**config.mk**
```make
export PLATFORM = sky130hd
export DESIGN_NAME = mmc1_mapper
export DESIGN_NICKNAME = d
export VERILOG_FILES = /design/src/rtl/mmc1_mapper.sv
export SDC_FILE = /design/constraint.sdc
export NUM_CORES = 1
export LEC_CHECK = 0
export CORE_MARGIN = 4
export CORE_UTILIZATION = 33
export DETAILED_ROUTE_END_ITERATION = 12
export GPL_ROUTABILITY_DRIVEN = 1
export GPL_TIMING_DRIVEN = 0
export HOLD_SLACK_MARGIN = 0.15
export PLACE_DENSITY = 0.9
export SYNTH_ARGS = -nofsm -noshare
export SYNTH_HDL_FRONTEND = slang
export SYNTH_SLANG_ARGS = --single-unit
```
**constraint.sdc**
```tcl
create_clock -name clock -period 2.12 [get_ports clock]
set_input_delay 0.212 -clock clock [delete_from_list [all_inputs] [get_ports clock]]
set_output_delay 0.212 -clock clock [all_outputs]
set_load 0.03 [all_outputs]
```
**src/rtl/mmc1_mapper.sv**
```systemverilog
// MMC1-style bank mapper: a five-write serial port loads the control, CHR and PRG
// bank registers; PRG, CHR and nametable addresses are mapped combinationally.
module mmc1_mapper #(
  parameter int PRG_AW = 17,
  parameter int CHR_AW = 16
) (
  input  logic              clock,
  input  logic              reset_n,
  input  logic [15:0]       prga,
  input  logic [7:0]        prgd,
  input  logic              prgw,
  input  logic [13:0]       chra,
  input  logic [13:0]       vida,
  output logic [PRG_AW-1:0] prg_address,
  output logic [CHR_AW-1:0] chr_address,
  output logic [CHR_AW-1:0] vid_address,
  output logic [11:0]       ntc_address,
  output logic [11:0]       ntv_address,
  output logic [4:0]        ctrl
);

  logic [4:0] chr0;
  logic [4:0] chr1;
  logic [4:0] prg;
  logic [4:0] shift;
  logic       prgw_q;
  logic       wr;
  logic [4:0] shift_value;

  // A strobe held over several clocks counts as one write, on its first clock.
  assign wr          = prgw & ~prgw_q & prga[15];
  assign shift_value = {prgd[0], shift[4:1]};

  always_ff @(posedge clock or negedge reset_n) begin
    if (!reset_n) begin
      ctrl   <= 5'h0C;
      chr0   <= 5'h00;
      chr1   <= 5'h00;
      prg    <= 5'h00;
      shift  <= 5'b10000;
      prgw_q <= 1'b0;
    end else begin
      prgw_q <= prgw;
      if (wr) begin
        if (prgd[7]) begin
          shift <= 5'b10000;
          ctrl  <= ctrl | 5'h0C;
        end else if (!shift[0]) begin
          shift <= shift_value;
        end else begin
          // The marker bit reaching shift[0] means this is the fifth data bit.
          shift <= 5'b10000;
          case (prga[14:13])
            2'b00:   ctrl <= shift_value;
            2'b01:   chr0 <= shift_value;
            2'b10:   chr1 <= shift_value;
            default: prg  <= shift_value;
          endcase
        end
      end
    end
  end

  logic [2:0]  prg_bank;
  logic [16:0] prg_full;

  always_comb begin
    prg_bank = 3'd0;
    case (ctrl[3:2])
      2'd0, 2'd1: prg_bank = {prg[2:1], prga[14]};
      2'd2:       prg_bank = prga[14] ? prg[2:0] : 3'd0;
      default:    prg_bank = prga[14] ? 3'd7 : prg[2:0];
    endcase
  end

  assign prg_full    = {prg_bank, prga[13:0]};
  assign prg_address = PRG_AW'(prg_full);

  function automatic logic [15:0] chr_map(input logic [13:0] a);
    logic [3:0] c;
    c = ctrl[4] ? (a[12] ? chr1[3:0] : chr0[3:0]) : {chr0[3:1], a[12]};
    return {c, a[11:0]};
  endfunction

  function automatic logic [11:0] nt_map(input logic [13:0] a);
    logic p;
    case (ctrl[1:0])
      2'd0:    p = 1'b0;
      2'd1:    p = 1'b1;
      2'd2:    p = a[10];
      default: p = a[11];
    endcase
    return {1'b0, p, a[9:0]};
  endfunction

  assign chr_address = CHR_AW'(chr_map(chra));
  assign vid_address = CHR_AW'(chr_map(vida));
  assign ntc_address = nt_map(chra);
  assign ntv_address = nt_map(vida);

  logic unused_bits;
  assign unused_bits = ^{prgd[6:1], chr0[4], chr1[4], prg[4:3], chra[13], vida[13]};

endmodule

```
==> results.env, run 1 <==
CTS.CLK_SLEW.WORST_PATHS_PS=80
CRIT_FANOUT=6
YS_FF_LATCH=22
MAX_CLOCK_FREQ_GHz=0.4952
FINAL_COMMON_CELL='sky130_fd_sc_hd__clkdlybuf4s50_1'
TIMING.SLEW.HEADROOM_PCT=36.29
PLACE.PORT_BUFFERS=88
FLOORPLAN.DIE.HEIGHT_UM=77.64
LAYOUT_CELL_SHARE_WITH_DRIVE_STRENGTH_BEYOND_1_PCT=36.54
DRC=0
FINISH.INSTANCE_AREA_UM2=2629
PLACEDINSTANCEAREA_UM2=2569
HOLD_VIOL_FINAL=0
LAYOUT.CELLS.MOST_COMMON_LIST='86 x sky130_fd_sc_hd__clkdlybuf4s50_1, 60 x sky130_fd_sc_hd__buf_4, 19 x sky130_fd_sc_hd__dfrtp_1'
GRT_FIRST_PASS_WIRELENGTH_UM=5927
DIODE_COUNT=0
ANT_NETS=0
ANTENNA_FOUND_INITIAL=0
FINALSETUPTNS_PS=0
PATH_CELLS='nand2_1 > mux2_2 > clkdlybuf4s50_1'
FINALSETUPVIOLCOUNT=0
MAPPEDNETLISTAREA_UM2=1600
CTSROOTBUFFERMASTER='sky130_fd_sc_hd__clkbuf_8'
TOTAL_OF_CELLS_RESIZED_AFTER_CLOCK_TREE_SYNTHESIS=0
CPMAXSTAGEDELAYCELL='sky130_fd_sc_hd__clkdlybuf4s50_1'
FIRST_PASS_ITERS=7
FP-ROW-COUNT=25
POST_CTS_HOLD_BUFFER_COUNT=0
CPLARGESTDELAYFAMILY='buffers and inverters'
GRT_MAX_DEGREE=23
TRITONCTS_NUM_SINKS=22
TIMING_WORST_SETUP_PATH_TYPE='register to primary output'
STATUS='finished, final reports clean'
SYNTH_CELL_TYPE_COUNT=25
CTS.HTREE.LEVELS=1
GP_ROUTABILITY_CONGESTION=0.7895
FINALCLOCKSKEW_PS=4.217
TIMING.HOLD.WORST.CLASS='input port to register'
FINAL-MAX-SLEW-VIOLATION-COUNT=0
TIMING.REG2REG.SETUP_SLACK_PS=490
WORSTMARGINPINSLEW_PS=952.6
YS_WARN_COUNT=0
WORST-ENDPOINT-REQUIRED_PS=1910
NETLIST_INSTANCES=167
GRT_OVERFLOW_TOTAL=0
FINAL.PERIOD_UTILIZATION_PCT=95.25
CRITICAL_PATH.MAX_STAGE_DELAY_PS=590
CRITICAL_PATH_BUF_INV_COUNT=1
CP_DATA_ARRIVAL_TIME_PS=1810
CORE_AREA_UM2=4723
CRITICAL_PATH.ENDPOINT_TYPE='primary output'
INITIALDRTVIOLATIONCOUNT=40
INITIAL_CORE_UTIL_PCT=33.88
YOSYSSEQAREASHARE_PCT=34.64
DIE-WIDTH_UM=77.64
PWRDENS_nW_PER_UM2=452.2
POWER.IR.VDD_WORST_V=0.0004254
CLOCKBUFFERDEPTH=2
WORST_SETUP_START_KIND='register'
FINALWORSTPATHREQUIREDPERIOD_PS=2019
CTS_TREE='built'
FIRST_GLOBAL_VIAS=1259
FP.DIEAREA_UM2=6027
RSZ0062_AT_GRT='no'
VIA_COUNT=1376
SYN_AREA_PER_CELL_UM2=9.583
PLACE_HPWL_UM=3274
CTS_MADE_BUFFERS=3
LEAKAGE_nW=1.275
DRT-TOTAL-WL_UM=3856
MAX_CAP_VIOLATIONS=0
NUM_IO_PINS=133
WORSTSKEWPAIRLATENCY_PS=260
POST-CTS-SETUP-BUFFERS=0
FINAL_NETS=316
AVGROUTEDWIREPERCELL_UM=11.79
DRT-VIAS-PER-INSTANCE=4.208
LAYOUT_OVERHEAD_ON_THE_SYNTHESIZED_AREA_PCT=64.27
GRT.TOTAL_USAGE_PCT=11.76
-- tightest hold or removal path, stage by stage --
cell,delay [ps]
sky130_fd_sc_hd__buf_2,170
sky130_fd_sc_hd__nor3b_1,100
sky130_fd_sc_hd__nor3_1,130
sky130_fd_sc_hd__a211oi_1,60
-- power by group --
part / total (W) / switching [W] / internal [W]
logic: 0.000431 / 0.000216 / 0.000215
clock network: 0.000292 / 0.000127 / 0.000165
registers: 0.000466 / 0.0000261 / 0.000440
-- final cells by class --
cell class / count / area (µm²)
multi-input cells: 82 / 575.6
clock buffers: 4 / 55.05
inverters: 1 / 3.754
repair buffers: 88 / 885.9
plain buffers: 63 / 470.5
well taps: 67 / 83.83
fillers: 417 / 2095
flip-flops and latches: 22 / 554.3
-- synth_stat cells --
| cell | instances | area [µm²] |
|---|---|---|
| sky130_fd_sc_hd__mux2_2 | 16 | 180.2 |
| sky130_fd_sc_hd__nand2_1 | 16 | 60.06 |
| sky130_fd_sc_hd__nand3_1 | 4 | 20.02 |
| sky130_fd_sc_hd__or4_4 | 2 | 22.52 |
| sky130_fd_sc_hd__nand3b_4 | 1 | 20.02 |
| sky130_fd_sc_hd__nor2_1 | 12 | 45.04 |
| sky130_fd_sc_hd__inv_1 | 1 | 3.750 |
| sky130_fd_sc_hd__a211oi_1 | 2 | 15.01 |
| sky130_fd_sc_hd__a21oi_1 | 8 | 40.04 |
| sky130_fd_sc_hd__mux2_4 | 4 | 60.06 |
| sky130_fd_sc_hd__and2_1 | 1 | 6.260 |
| sky130_fd_sc_hd__nor3b_1 | 1 | 7.510 |
| sky130_fd_sc_hd__clkbuf_1 | 1 | 3.750 |
| sky130_fd_sc_hd__buf_2 | 1 | 5.000 |
| sky130_fd_sc_hd__nand2b_1 | 3 | 18.77 |
| sky130_fd_sc_hd__conb_1 | 1 | 3.750 |
| sky130_fd_sc_hd__dfrtp_1 | 19 | 475.5 |
| sky130_fd_sc_hd__and3b_2 | 1 | 10.01 |
| sky130_fd_sc_hd__o21ai_0 | 3 | 15.01 |
| sky130_fd_sc_hd__buf_4 | 60 | 450.4 |
| sky130_fd_sc_hd__or4b_4 | 1 | 13.76 |
| sky130_fd_sc_hd__dfstp_2 | 3 | 78.83 |
| sky130_fd_sc_hd__nor3_1 | 4 | 20.02 |
| sky130_fd_sc_hd__buf_6 | 1 | 11.26 |
| sky130_fd_sc_hd__nand2b_4 | 1 | 13.76 |
-- metal layers --
layer / global-route usage, % / vias up / share of wire [%]
li1: - / 679 / -
met1: 12.39 / 636 / 36
met2: 22.52 / 61 / 53
met3: 4.640 / 0 / 10
met4: 1.068 / 0 / 0
met5: 0 / - / 0
-- worst paths after layout --
path | to | cells after the start | from
setup / recovery | vid_address[15] | 3 | ctrl[4]
hold / removal | ctrl[2] | 4 | prga[14]
setup reg to reg | chr0[3] | 4 | prgw_q
hold reg to reg | chr1[0] | 1 | chr1[0]
max in group asynchronous | chr1[2] | 1 | reset_n
min in group asynchronous | prg[2] | 1 | reset_n
-- per-stage QoR --
step,hold slack [ps],power (W),utilization [%],instances,worst slack [ps]
CTS,420.1,0.001203,55.55,327,69.87
detailed placement,497.2,0.0009083,54.38,323,146.3
floorplan,-83.59,0.0007307,-,168,550.2
finish,424.9,0.001189,55.66,327,100.7
global route,461.4,0.001237,55.66,327,29.65
global placement,486.8,0.0008992,54.38,323,165.5
-- cell families (layout without fill, tap and decap cells) --
logic type	after synthesis	in the layout	share of synthesized area, %
mux	20	20	15.01
other cells	1	2	0.2343
buf+inv	64	156	29.63
simple gates	47	47	16.11
compound gates	13	13	4.378
flops	22	22	34.64
-- sequential cells by signal, summed over array words and instances, names as in the netlist --
| register | cells |
|---|---|
| shift | 5 |
| chr0 | 4 |
| chr1 | 4 |
| ctrl | 5 |
| prgw_q | 1 |
| prg | 3 |
No activity file was read; power rests on OpenSTA's default activity.
==> inputs of run 2 (changes only) <==
--- a/config.mk
+++ b/config.mk
@@ -11,7 +11,7 @@
 export GPL_ROUTABILITY_DRIVEN = 1
 export GPL_TIMING_DRIVEN = 0
 export HOLD_SLACK_MARGIN = 0.15
-export PLACE_DENSITY = 0.9
+export PLACE_DENSITY = 0.86
 export SYNTH_ARGS = -nofsm -noshare
 export SYNTH_HDL_FRONTEND = slang
 export SYNTH_SLANG_ARGS = --single-unit
==> results.env, run 2 (synthesis results as in run 1) <==
FINAL_NETS=316  # unchanged
CP_DATA_ARRIVAL_TIME_PS=1820  # about the same
FINAL_COMMON_CELL='sky130_fd_sc_hd__clkdlybuf4s50_1'
TIMING.SLEW.HEADROOM_PCT=33.77  # -2.5 points
PLACE.PORT_BUFFERS=88  # unchanged
POST-CTS-SETUP-BUFFERS=0  # unchanged
DIE-WIDTH_UM=77.64  # unchanged
GRT_OVERFLOW_TOTAL=0  # unchanged
LAYOUT_CELL_SHARE_WITH_DRIVE_STRENGTH_BEYOND_1_PCT=36.54  # unchanged
HOLD_VIOL_FINAL=0  # unchanged
STATUS='finished, final reports clean'
FINAL-MAX-SLEW-VIOLATION-COUNT=0  # unchanged
CRITICAL_PATH.ENDPOINT_TYPE='primary output'
UTILIZATION_PCT=55.95  # +0.29 points
FP-ROW-COUNT=25  # unchanged
CORE_AREA_UM2=4723  # unchanged
POWER.IR.VDD_WORST_V=0.0005878  # +38%
SWITCHING_POWER_W=0.0003791  # +2.9%
POWER.SHARE.CLOCK_PCT=30.3  # +5.8 points
FINALWORSTPATHREQUIREDPERIOD_PS=2034  # +14.89 ps
LAYOUT_OVERHEAD_ON_THE_SYNTHESIZED_AREA_PCT=65.13
NUM_IO_PINS=133  # unchanged
DRT-TOTAL-WL_UM=3965  # +2.8%
WORSTSKEWPAIRLATENCY_PS=260  # about the same
AVGROUTEDWIREPERCELL_UM=12.13  # +2.8%
TRITONCTS_NUM_SINKS=22  # unchanged
PLACE_HPWL_UM=3371  # +3.0%
ANT_NETS=0  # unchanged
CTS_MADE_BUFFERS=3  # unchanged
LAYOUT.CELLS.MOST_COMMON_LIST='87 x sky130_fd_sc_hd__clkdlybuf4s50_1, 60 x sky130_fd_sc_hd__buf_4, 19 x sky130_fd_sc_hd__dfrtp_1'
POST_CTS_HOLD_BUFFER_COUNT=0  # unchanged
CTS.CLK_SLEW.WORST_PATHS_PS=80  # about the same
WORSTMARGINPINSLEW_PS=990.3  # +37.67 ps
FINALCLOCKSKEW_PS=1.224  # -2.992 ps
WORST-ENDPOINT-REQUIRED_PS=1910  # about the same
FINAL.PERIOD_UTILIZATION_PCT=95.95  # +0.70 points
P_COMB_SHARE_PCT=33.5  # -2.7 points
VIA_COUNT=1378  # +0.15%
GRT.TOTAL_USAGE_PCT=13.00  # +1.2 points
CPLARGESTDELAYFAMILY='buffers and inverters'
POWER.SHARE.SWITCHING_PCT=29.48  # -1.5 points
CTSROOTBUFFERMASTER='sky130_fd_sc_hd__clkbuf_8'
FIRST_PASS_ITERS=4  # -3
ANTENNA_FOUND_INITIAL=0  # unchanged
LEAKAGE_nW=1.263  # -0.91%
CLOCKBUFFERDEPTH=2  # unchanged
INITIAL_CORE_UTIL_PCT=33.88  # unchanged
PRECTSSETUPSLACK_PS=141.1  # -5.180 ps
TIMING.HOLD.WORST.CLASS='input port to register'
LAYOUT_TOP_REGISTERS='ctrl: 5 flops, shift: 5 flops'
INTERNAL-POWER_W=0.0009070  # +11%
FP.DIEAREA_UM2=6027  # unchanged
FIRST_GLOBAL_VIAS=1397  # +11%
FINALSETUPVIOLCOUNT=0  # unchanged
TIMING_WORST_SETUP_PATH_TYPE='register to primary output'
FINALSETUPTNS_PS=0  # unchanged
CRITICAL_PATH.MAX_STAGE_DELAY_PS=670  # +80 ps
MAX_CLOCK_FREQ_GHz=0.4916  # -0.73%
PWR-SHARE-SEQ_PCT=36.2  # -3.0 points
GRT_MAX_DEGREE=23  # unchanged
POST_LAYOUT_WORST_SETUP_MARGIN_PS=85.77  # -14.89 ps
DRT-VIAS-PER-INSTANCE=4.214  # +0.15%
DIODE_COUNT=0  # unchanged
GP_ROUTABILITY_CONGESTION=0.7299  # -7.5%
INITIALDRTVIOLATIONCOUNT=59  # +48%
DRC=0  # unchanged
CTS_TREE='built'
GRT_FIRST_PASS_WIRELENGTH_UM=6458  # +9.0%
CRITICAL_PATH_BUF_INV_COUNT=1  # unchanged
PWRDENS_nW_PER_UM2=486.7  # +7.6%
PATH_CELLS='nand2b_1 > a21oi_1 > nor2_1 > clkdlybuf4s50_1'
HOLD_WS_PS=431.9  # +7.008 ps
RSZ0062_AT_GRT='no'
WORST_SETUP_START_KIND='register'
FLOORPLAN.DIE.HEIGHT_UM=77.64  # unchanged
MAX_CAP_VIOLATIONS=0  # unchanged
CRIT_FANOUT=7  # +1
CTS.HTREE.LEVELS=1  # unchanged
CPMAXSTAGEDELAYCELL='sky130_fd_sc_hd__clkdlybuf4s50_1'
## run 2: final cells by class
cell class | count | area, µm²
Buffer | 63 | 470.5
Timing Repair Buffer | 88 | 883.3
Multi-Input combinational cell | 82 | 575.6
Sequential cell | 22 | 554.3
Inverter | 1 | 3.754
Fill cell | 427 | 2081
Clock inverter | 1 | 30.03
Clock buffer | 3 | 41.29
Tap cell | 67 | 83.83
## run 2: per-stage QoR
stage	cell area [µm²]	total power, W	std cells
2_1_floorplan	1604	0.0007307	168
3_3_place_gp	2569	0.0008998	323
3_5_place_dp	2569	0.0009079	323
4_1_cts	2640	0.001299	327
5_1_grt	2643	0.001350	327
6_report	2643	0.001286	327
## run 2: power groups by stage
stage          Sequential (W)  Clock (W)  Combinational (W)
2_1_floorplan        0.000471          0           0.000260
3_3_place_gp         0.000472          0           0.000428
3_5_place_dp         0.000473          0           0.000434
4_1_cts              0.000465   0.000399           0.000435
5_1_grt              0.000470   0.000423           0.000457
6_report             0.000465   0.000390           0.000431
## run 2: path summary, 6_finish.rpt
check,start,to,slack (ps),depth (start not counted)
worst max-delay path,ctrl[2],prg_address[16],90,4
worst min-delay path,prga[14],ctrl[2],430,4
worst max register to register,prgw_q,chr0[3],480,4
worst min register to register,shift[4],shift[4],520,2
max in group asynchronous,reset_n,chr0[0],1030,1
min in group asynchronous,reset_n,shift[2],490,1
## run 2: timing repair
item	CTS	global route
resized for setup	0	1
endpoints found under the setup margin	0	1
hold endpoints to repair	0	0
## run 2: worst register-to-register path: stages, from the launching register on
cell	delay [ps]
sky130_fd_sc_hd__dfrtp_1	380
sky130_fd_sc_hd__nand3b_4	210
sky130_fd_sc_hd__or4_4	500
sky130_fd_sc_hd__buf_6	150
sky130_fd_sc_hd__mux2_4	290
## run 2: per-layer routing
metal	share of wire [%]	vias to the layer above	track usage (%)
met2	54	62	23.72
li1	-	676	-
met4	0.66	0	1.957
met3	10	4	4.640
met1	35	636	14.69
met5	0	-	0
==> inputs of run 3 (changes only) <==
--- a/config.mk
+++ b/config.mk
@@ -5,12 +5,13 @@
 export SDC_FILE = /design/constraint.sdc
 export NUM_CORES = 1
 export LEC_CHECK = 0
-export CORE_MARGIN = 4
+export CORE_MARGIN = 5
 export CORE_UTILIZATION = 33
 export DETAILED_ROUTE_END_ITERATION = 12
 export GPL_ROUTABILITY_DRIVEN = 1
 export GPL_TIMING_DRIVEN = 0
 export HOLD_SLACK_MARGIN = 0.15
+export MAX_ROUTING_LAYER = met4
 export PLACE_DENSITY = 0.86
 export SYNTH_ARGS = -nofsm -noshare
 export SYNTH_HDL_FRONTEND = slang
==> results.env, run 3 (synthesis results as in run 1) <==
INITIALDRTVIOLATIONCOUNT=34  # -42%
FINALWORSTPATHREQUIREDPERIOD_PS=2019  # -15.29 ps
FINAL_NETS=316  # unchanged
CPLARGESTDELAYFAMILY='buffers and inverters'
CRITICAL_PATH.ENDPOINT_TYPE='primary output'
INITIAL_CORE_UTIL_PCT=33.88  # unchanged
MAX_CAP_VIOLATIONS=0  # unchanged
GRT_MAX_DEGREE=23  # unchanged
FIRST_PASS_ITERS=4  # unchanged
POST_CTS_HOLD_BUFFER_COUNT=0  # unchanged
GRT_FIRST_PASS_WIRELENGTH_UM=6479  # +0.33%
STATUS='finished, final reports clean'
PWRDENS_nW_PER_UM2=485.1  # -0.34%
LAYOUT_OVERHEAD_ON_THE_SYNTHESIZED_AREA_PCT=65.44
FINISH.INSTANCE_AREA_UM2=2648  # +0.19%
AVGROUTEDWIREPERCELL_UM=12.16  # +0.28%
ANT_NETS=0  # unchanged
CTS_TREE='built'
CLOCKBUFFERDEPTH=2  # unchanged
POWER.TOTAL_W=0.001284  # -0.15%
ANTENNA_FOUND_INITIAL=0  # unchanged
CRIT_FANOUT=6  # -1
PATH_CELLS='nand2_1 > mux2_2 > clkdlybuf4s50_1'
MAX_CLOCK_FREQ_GHz=0.4953  # +0.76%
TIMING.HOLD.WORST.CLASS='input port to register'
FP-ROW-COUNT=25  # unchanged
DRC=0  # unchanged
CTS.HTREE.LEVELS=1  # unchanged
VIA_COUNT=1356  # -1.6%
CTS_MADE_BUFFERS=3  # unchanged
WORST_SETUP_START_KIND='register'
FINAL.PERIOD_UTILIZATION_PCT=95.23  # -0.72 points
PLACE_HPWL_UM=3383  # +0.35%
POWER.IR.VDD_WORST_V=0.0005355  # -8.9%
GRT_OVERFLOW_TOTAL=0  # unchanged
DIODE_COUNT=0  # unchanged
CP_DATA_ARRIVAL_TIME_PS=1810  # about the same
PLACEDINSTANCEAREA_UM2=2569  # unchanged
CORE_AREA_UM2=4723  # unchanged
PLACE.PORT_BUFFERS=88  # unchanged
LEAKAGE_nW=1.300  # +3.0%
LAYOUT_CELL_SHARE_WITH_DRIVE_STRENGTH_BEYOND_1_PCT=36.54  # unchanged
FINAL_COMMON_CELL='sky130_fd_sc_hd__clkdlybuf4s50_1'
FINALCLOCKSKEW_PS=9.101  # +7.876 ps
FINALSETUPTNS_PS=0  # unchanged
WORSTMARGINPINSLEW_PS=967.1  # -23.19 ps
WORSTSKEWPAIRLATENCY_PS=270  # about the same
NUM_IO_PINS=133  # unchanged
CPMAXSTAGEDELAYCELL='sky130_fd_sc_hd__clkdlybuf4s50_1'
FIRST_GLOBAL_VIAS=1400  # +0.21%
CTS.CLK_SLEW.WORST_PATHS_PS=80  # about the same
POST-CTS-SETUP-BUFFERS=0  # unchanged
WORST-ENDPOINT-REQUIRED_PS=1910  # about the same
GRT.TOTAL_USAGE_PCT=12.87  # -0.13 points
DRT-TOTAL-WL_UM=3976  # +0.28%
CTSROOTBUFFERMASTER='sky130_fd_sc_hd__clkbuf_8'
TIMING_WORST_SETUP_PATH_TYPE='register to primary output'
FINALSETUPVIOLCOUNT=0  # unchanged
CRITICAL_PATH_BUF_INV_COUNT=1  # unchanged
TRITONCTS_NUM_SINKS=22  # unchanged
CRITICAL_PATH.MAX_STAGE_DELAY_PS=600  # -70 ps
GP_ROUTABILITY_CONGESTION=0.7299  # unchanged
LAYOUT.CELLS.MOST_COMMON_LIST='85 x sky130_fd_sc_hd__clkdlybuf4s50_1, 60 x sky130_fd_sc_hd__buf_4, 19 x sky130_fd_sc_hd__dfrtp_1'
RSZ0062_AT_GRT='no'
DRT-VIAS-PER-INSTANCE=4.147  # -1.6%
FINAL-MAX-SLEW-VIOLATION-COUNT=0  # unchanged
LAYOUT_TOP_REGISTERS='ctrl: 5 flops, shift: 5 flops'
HOLD_VIOL_FINAL=0  # unchanged
DIE-WIDTH_UM=79.64  # +2.6%
FLOORPLAN.DIE.HEIGHT_UM=79.64  # +2.6%
FP.DIEAREA_UM2=6342  # +5.2%
TIMING.SLEW.HEADROOM_PCT=35.32  # +1.6 points
## run 3: cell count changes in the layout (fill, tap and decap cells not counted)
cell                              change
sky130_fd_sc_hd__clkdlybuf4s50_1      -2
sky130_fd_sc_hd__dlymetal6s2s_1       +2
## run 3: power breakdown
part	internal (W)	total [W]	switching [W]
Sequential	0.000440	0.000465	0.0000255
Clock	0.000252	0.000388	0.000136
Combinational	0.000215	0.000431	0.000216
Total	0.000907	0.00128	0.000377
## run 3: layout make-up
cell class | instances | area (µm²)
fill | 435 | 2076
timing repair buffer | 88 | 888.4
multi-input combinational | 82 | 575.6
sequential | 22 | 554.3
buffer | 63 | 470.5
tap | 67 | 83.83
clock buffer | 3 | 41.29
clock inverter | 1 | 30.03
inverter | 1 | 3.754
## run 3: tightest hold or removal path, stage by stage
cell and delay, ps:
sky130_fd_sc_hd__buf_2 170, sky130_fd_sc_hd__nor3b_1 90, sky130_fd_sc_hd__nor3_1 140, sky130_fd_sc_hd__a211oi_1 70
## run 3: worst paths after layout
check                         start               to  slack (ps)  cells after the start
max in group asynchronous   reset_n         shift[2]        1050                      1
setup reg to reg             prgw_q          chr0[3]         490                      4
setup / recovery            ctrl[4]  chr_address[14]         100                      3
min in group asynchronous   reset_n           prg[0]         480                      1
hold reg to reg             chr1[0]          chr1[0]         510                      1
hold / removal             prga[14]          ctrl[2]         430                      4
## run 3: stage by stage
stage / setup slack (ps) / hold slack [ps] / std cells / util [%]
after global routing: 21.09 / 479.9 / 327 / 56.05
after floorplan: 550.2 / -83.59 / 168 / -
final: 101.1 / 433.0 / 327 / 56.05
after global placement: 162.8 / 489.7 / 323 / 54.38
after detailed placement: 143.1 / 496.0 / 323 / 54.38
after CTS: 71.13 / 425.4 / 327 / 55.89
## run 3: layer usage
layer  GRT usage, %  vias to the layer above  wire length, µm
li1               -                      681                -
met1          14.41                      619             1426
met2          23.12                       52             2154
met3          3.612                        4              372
met4          2.062                        0               23
met5              -                        -                0
## run 3: repair_timing
action,4_1_cts,5_1_grt
hold endpoints to repair,0,0
resized for setup,0,3
setup endpoints to repair,0,3
